<file path="config.mk">
export PLATFORM = sky130hd
export DESIGN_NAME = fifo_wr_arbiter
export DESIGN_NICKNAME = d
export VERILOG_FILES = /design/src/rtl/fifo_wr_arbiter.sv
export SDC_FILE = /design/constraint.sdc
export NUM_CORES = 1
export LEC_CHECK = 0
export ABC_AREA = 1
export CORE_UTILIZATION = 34
export CTS_CLUSTER_DIAMETER = 150
export DETAILED_ROUTE_END_ITERATION = 16
export PLACE_DENSITY = 0.84
export SYNTH_ARGS = -nofsm -noshare
export SYNTH_HDL_FRONTEND = slang
export SYNTH_SLANG_ARGS = --single-unit
</file>
<file path="constraint.sdc">
create_clock -name clk -period 3.2 [get_ports clk]
set_input_delay 0.48 -clock clk [delete_from_list [all_inputs] [get_ports clk]]
set_output_delay 0.48 -clock clk [all_outputs]
set_load 0.01 [all_outputs]
</file>
<file path="src/rtl/fifo_wr_arbiter.sv">
// Per-FIFO write-side round-robin arbiter: grants one frame dispatcher per packet
// and muxes its beats into the FIFO write port. Optional idle-beat release: ARB_TIMEOUT_EN.
module fifo_wr_arbiter #(
  parameter int unsigned PORT_NUM = 6,
  parameter int unsigned DATA_W   = 16,
  parameter int unsigned TIMEOUT  = 255
) (
  input  logic                       clk,
  input  logic                       rst_n,
  input  logic [PORT_NUM-1:0]        bus_sel,
  input  logic [PORT_NUM*DATA_W-1:0] fd_data,
  input  logic [PORT_NUM-1:0]        fd_valid,
  input  logic [PORT_NUM-1:0]        fd_eop,
  output logic [PORT_NUM-1:0]        fd_ready,
  input  logic                       fifo_full,
  output logic                       fifo_wr_en,
  output logic [DATA_W-1:0]          fifo_wr_data,
  output logic [PORT_NUM-1:0]        grant,
  output logic                       busy,
  output logic                       timeout
);

  localparam int unsigned PTR_W = (PORT_NUM > 1) ? $clog2(PORT_NUM) : 1;

  if (TIMEOUT < 1 || TIMEOUT > 255) begin : g_timeout_range
    $error("fifo_wr_arbiter: TIMEOUT must be within 1..255");
  end

  typedef enum logic {IDLE, XFER} state_e;

  state_e              state_q, state_d;
  logic [PORT_NUM-1:0] grant_q, grant_d;
  logic [PTR_W-1:0]    last_ptr_q, last_ptr_d;
  logic [PTR_W-1:0]    sel_idx, scan_idx;
  logic                found;
  logic                valid_g, eop_g, accept;

`ifdef ARB_TIMEOUT_EN
  localparam int unsigned CNT_W = 8;
  logic [CNT_W-1:0] cnt_q, cnt_d;
  logic             timeout_q, timeout_d;
`endif

  // The grant is one-hot (zero when idle), so masking selects the granted port.
  assign valid_g = |(fd_valid & grant_q);
  assign eop_g   = |(fd_eop & grant_q);
  assign accept  = valid_g & ~fifo_full;

  assign fifo_wr_en = accept;
  assign fd_ready   = grant_q & {PORT_NUM{~fifo_full}};
  assign grant      = grant_q;
  assign busy       = (state_q == XFER);

  always_comb begin
    fifo_wr_data = '0;
    for (int unsigned p = 0; p < PORT_NUM; p++) begin
      if (grant_q[p]) fifo_wr_data = fd_data[p*DATA_W +: DATA_W];
    end
  end

  always_ff @(posedge clk or negedge rst_n) begin
    if (!rst_n) begin
      state_q    <= IDLE;
      grant_q    <= '0;
      last_ptr_q <= PTR_W'(PORT_NUM - 1);
    end else begin
      state_q    <= state_d;
      grant_q    <= grant_d;
      last_ptr_q <= last_ptr_d;
    end
  end

`ifdef ARB_TIMEOUT_EN
  always_ff @(posedge clk or negedge rst_n) begin
    if (!rst_n) begin
      cnt_q     <= '0;
      timeout_q <= 1'b0;
    end else begin
      cnt_q     <= cnt_d;
      timeout_q <= timeout_d;
    end
  end

  assign timeout = timeout_q;
`else
  assign timeout = 1'b0;
`endif

  // Next state; last_ptr doubles as the granted index while in XFER.
  always_comb begin
    state_d    = state_q;
    grant_d    = grant_q;
    last_ptr_d = last_ptr_q;
    found      = 1'b0;
    sel_idx    = '0;
    scan_idx   = '0;
`ifdef ARB_TIMEOUT_EN
    cnt_d      = '0;
    timeout_d  = 1'b0;
`endif

    // Round-robin scan upward from the port after the last winner.
    for (int unsigned i = 1; i <= PORT_NUM; i++) begin
      scan_idx = PTR_W'((32'(last_ptr_q) + i) % PORT_NUM);
      if (!found && bus_sel[scan_idx]) begin
        found   = 1'b1;
        sel_idx = scan_idx;
      end
    end

    case (state_q)
      IDLE: begin
        if (found) begin
          grant_d          = '0;
          grant_d[sel_idx] = 1'b1;
          last_ptr_d       = sel_idx;
          state_d          = XFER;
        end
      end
      XFER: begin
        if (accept && eop_g) begin
          state_d = IDLE;
          grant_d = '0;
        end
`ifdef ARB_TIMEOUT_EN
        else if (!valid_g) begin
          if (cnt_q == CNT_W'(TIMEOUT - 1)) begin
            state_d   = IDLE;
            grant_d   = '0;
            timeout_d = 1'b1;
          end else begin
            cnt_d = cnt_q + CNT_W'(1);
          end
        end
`endif
      end
      default: begin
        state_d = IDLE;
        grant_d = '0;
      end
    endcase
  end

endmodule

</file>
==> run metrics <==
Post-synth ARST share 100.0%; Synth top area share 19.84%; Compound-Gate Fraction of Synth Area 28.98%; Slew @ Worst Pin 0.9152 ns; Die X 83.03 µm; Slowest cell on crit path clkdlybuf4s50_1; crit path time final 3.008 ns; Final Hold Viols 0; vias in the first global route 3047; DP HPWL 7.384 mm; clk_skew 0.005390 ns; worst hold path type in -> async; Simple-Gate Fraction of Synth Area 43.16%; drt initial violations 231; final non-filler cell total 614; Die Ht 83.03 µm; layout cells sized above 1 12.48%; antenna viol nets, final 0; placed cells 604; Critical Path RT 2.72 ns; setup_tns 0 ns; syn_nets 511; routed via count 3230; Arr. time, crit path 2.53 ns; Sink Count 10; initial antenna violation count 0; Synth Area in Adders 5.605%; Slew Viols, Final 0; power per cell area 1082 nW/µm²; crit path kind reg -> out; Ys Warns 0; CTS H-tree depth 1; IO Port Bufs 146; Synth Area in XOR/XNOR 0%; outcome finished clean; Tcrit/Tclk final 94.01%; total iterations of the first detailed-routing run 5; RePlAce Congestion 0.9800; Distinct cells, synth 41; type of origin of the critical path flip-flop; Gate Count Post-Synth 384; Area contributors post-synth nand2_1 (20%), dfrtp_1 (9.0%), o21ai_0 (8.5%), a221oi_1 (7.1%), nand3_1 (6.7%); Clock Latency Late Sink 0.24 ns; first-pass GRT wire length 14.91 mm; register area 252.7 µm²; Worst setup EP type output pin; main flop type after synthesis dfrtp_1; Root Driver clkbuf_8; syn_area_per_cell 5.813 µm²; CTS Buf Count 3; cell accounting for the most synthesized area nand2_1; CP top delay family compound AO/OA/AOI/OAI gates; EDFF count, synth 0; multi-input logic area 1764 µm²; Top Ports 148; largest family of logic cells by synthesized area simple AND/OR/NAND/NOR gates; Initial Utilization 35.15%; grt total ovfl 0; Final Util 62.21%; final WL 9.298 mm; Area Growth Syn to Fin 76.96%; max_slew headroom 38.99%; clock-pin transition on the worst setup and hold timing paths 0.05 ns; Core Rows 29; Core Area 6350 µm²; Worst Path Max Fanout 14; DR DRC count 0; WL/cell 15.14 µm; CP Buf/Inv Count 3; sequential cell area fraction in the yosys report 11.32%; multiplexer area fraction after synthesis 0%; TritonCTS clock tree done; FMAX 0.3324 GHz; pin count of the biggest net entering global routing 31; Worst VDD drop 0.7193 mV; CTS max path bufs 2; Worst path max stage delay 0.58 ns; Diodes inserted 0; Mapped Area 2232 µm²; endpoints failing setup 0; leakage power total 1.680 nW; number of fillers in the final layout 563; cts hold-fix bufs 0; max-cap check violation count 0; most frequent CP cell o21ai_0; crit-path cells inv_1, nor2_1, buf_4, a221oi_1, o311ai_0, o21ai_0, o21ai_0, clkdlybuf4s50_1; GRT Total Usage 26.19%; synthesis-stage register bit count 10; Die ar. 6893 µm²; Nets 665; DR vias/cell 5.261
-- kinds of logic after synthesis --
kind of cell / after synthesis
simple gates: 212
compound gates: 92
buf+inv: 59
fa+ha+maj: 10
flops: 10
other cells: 1
-- layer usage --
layer  global-route usage, %  vias up  wire length, µm
li1                        -     1629                -
met1                   33.62     1451             4066
met2                   45.31      130             4461
met3                   3.976       20              543
met4                   7.367        0              228
met5                       0        -                0
-- state kept, by name, indices dropped and copies added, names as in the netlist --
signal / cells
grant: 6
last_ptr_q: 3
busy: 1
-- cell usage after synthesis (all sizes together) (2+ instances only) --
| master | n |
|---|---|
| ha | 10 |
| dfrtp | 8 |
| nand2 | 126 |
| nor2 | 40 |
| o21ai | 46 |
| a31oi | 2 |
| nand3 | 35 |
| a21oi | 3 |
| dfstp | 2 |
| a21boi | 2 |
| nand4 | 7 |
| nand3b | 2 |
| a221oi | 18 |
| buf | 4 |
| clkinv | 2 |
| inv | 36 |
| o311ai | 16 |
| clkbuf | 17 |
-- cell usage in the layout, fill, tap and decap left out, types with 3 or more instances in the layout --
master	synthesis	layout
a221oi_1	18	18
buf_4	3	23
clkbuf_8	0	3
clkdlybuf4s50_1	0	146
dfrtp_1	8	8
ha_1	10	8
inv_1	28	28
inv_2	8	8
nand2_1	118	117
nand2_2	7	8
nand3_1	30	30
nand3_2	4	4
nand4_1	5	5
nor2_1	38	36
o21ai_0	38	38
o21ai_1	7	7
o311ai_0	16	16
-- cell type report --
| cell class | instances | area share, % |
|---|---|---|
| multi-input cells | 315 | 44.66 |
| repair buffers | 170 | 41.75 |
| flip-flops and latches | 10 | 6.398 |
| inverters | 38 | 3.611 |
| well taps | 77 | 2.439 |
| clock buffers | 4 | 1.140 |
-- worst register-to-register path, delay by kind of cell (launching register included) --
kind | cells | cell delay, ns
and+or+nand+nor | 14 | 1.56
buffers and inverters | 2 | 0.13
adders and majority gates | 2 | 0.45
DFF | 1 | 0.56
AOI/OAI and AO/OA | 1 | 0.23
-- final timing paths --
check                                   start               end  slack, ns  cells past startpoint
worst max-delay path                 grant[0]  fifo_wr_data[12]       0.19                      8
worst min-delay path                    rst_n          grant[5]       0.55                      1
worst max register to register  last_ptr_q[0]          grant[4]       0.22                     19
worst min register to register  last_ptr_q[2]     last_ptr_q[2]       0.60                      2
max in group asynchronous               rst_n     last_ptr_q[0]       2.32                      1
min in group clk                last_ptr_q[2]     last_ptr_q[2]       0.60                      2
-- where the power goes --
group / total (mW) / leakage, nW / switching [mW] / internal (mW)
Combinational: 3.87 / 1.53 / 2.28 / 1.60
Clock: 0.135 / 0.0228 / 0.0477 / 0.0870
Sequential: 0.267 / 0.124 / 0.0865 / 0.180
Total: 4.27 / 1.68 / 2.41 / 1.86
-- stage by stage --
stage	total power, mW	setup slack [ns]	hold slack (ns)	cell area, µm²
after floorplan	2.735	0.3749	0.1844	2232
after global placement	3.831	0.2708	0.5739	3827
after detailed placement	3.927	0.1672	0.5865	3827
after CTS	4.091	0.1434	0.5546	3872
after global routing	4.690	-0.002619	0.5928	3950
final	4.275	0.1915	0.5466	3950
-- timing repair --
action | CTS | global route
setup buffers | 0 | 6
gates resized for setup | 0 | 9
setup endpoints to repair | 0 | 9
Note: power is estimated with default switching activity, not from simulation.
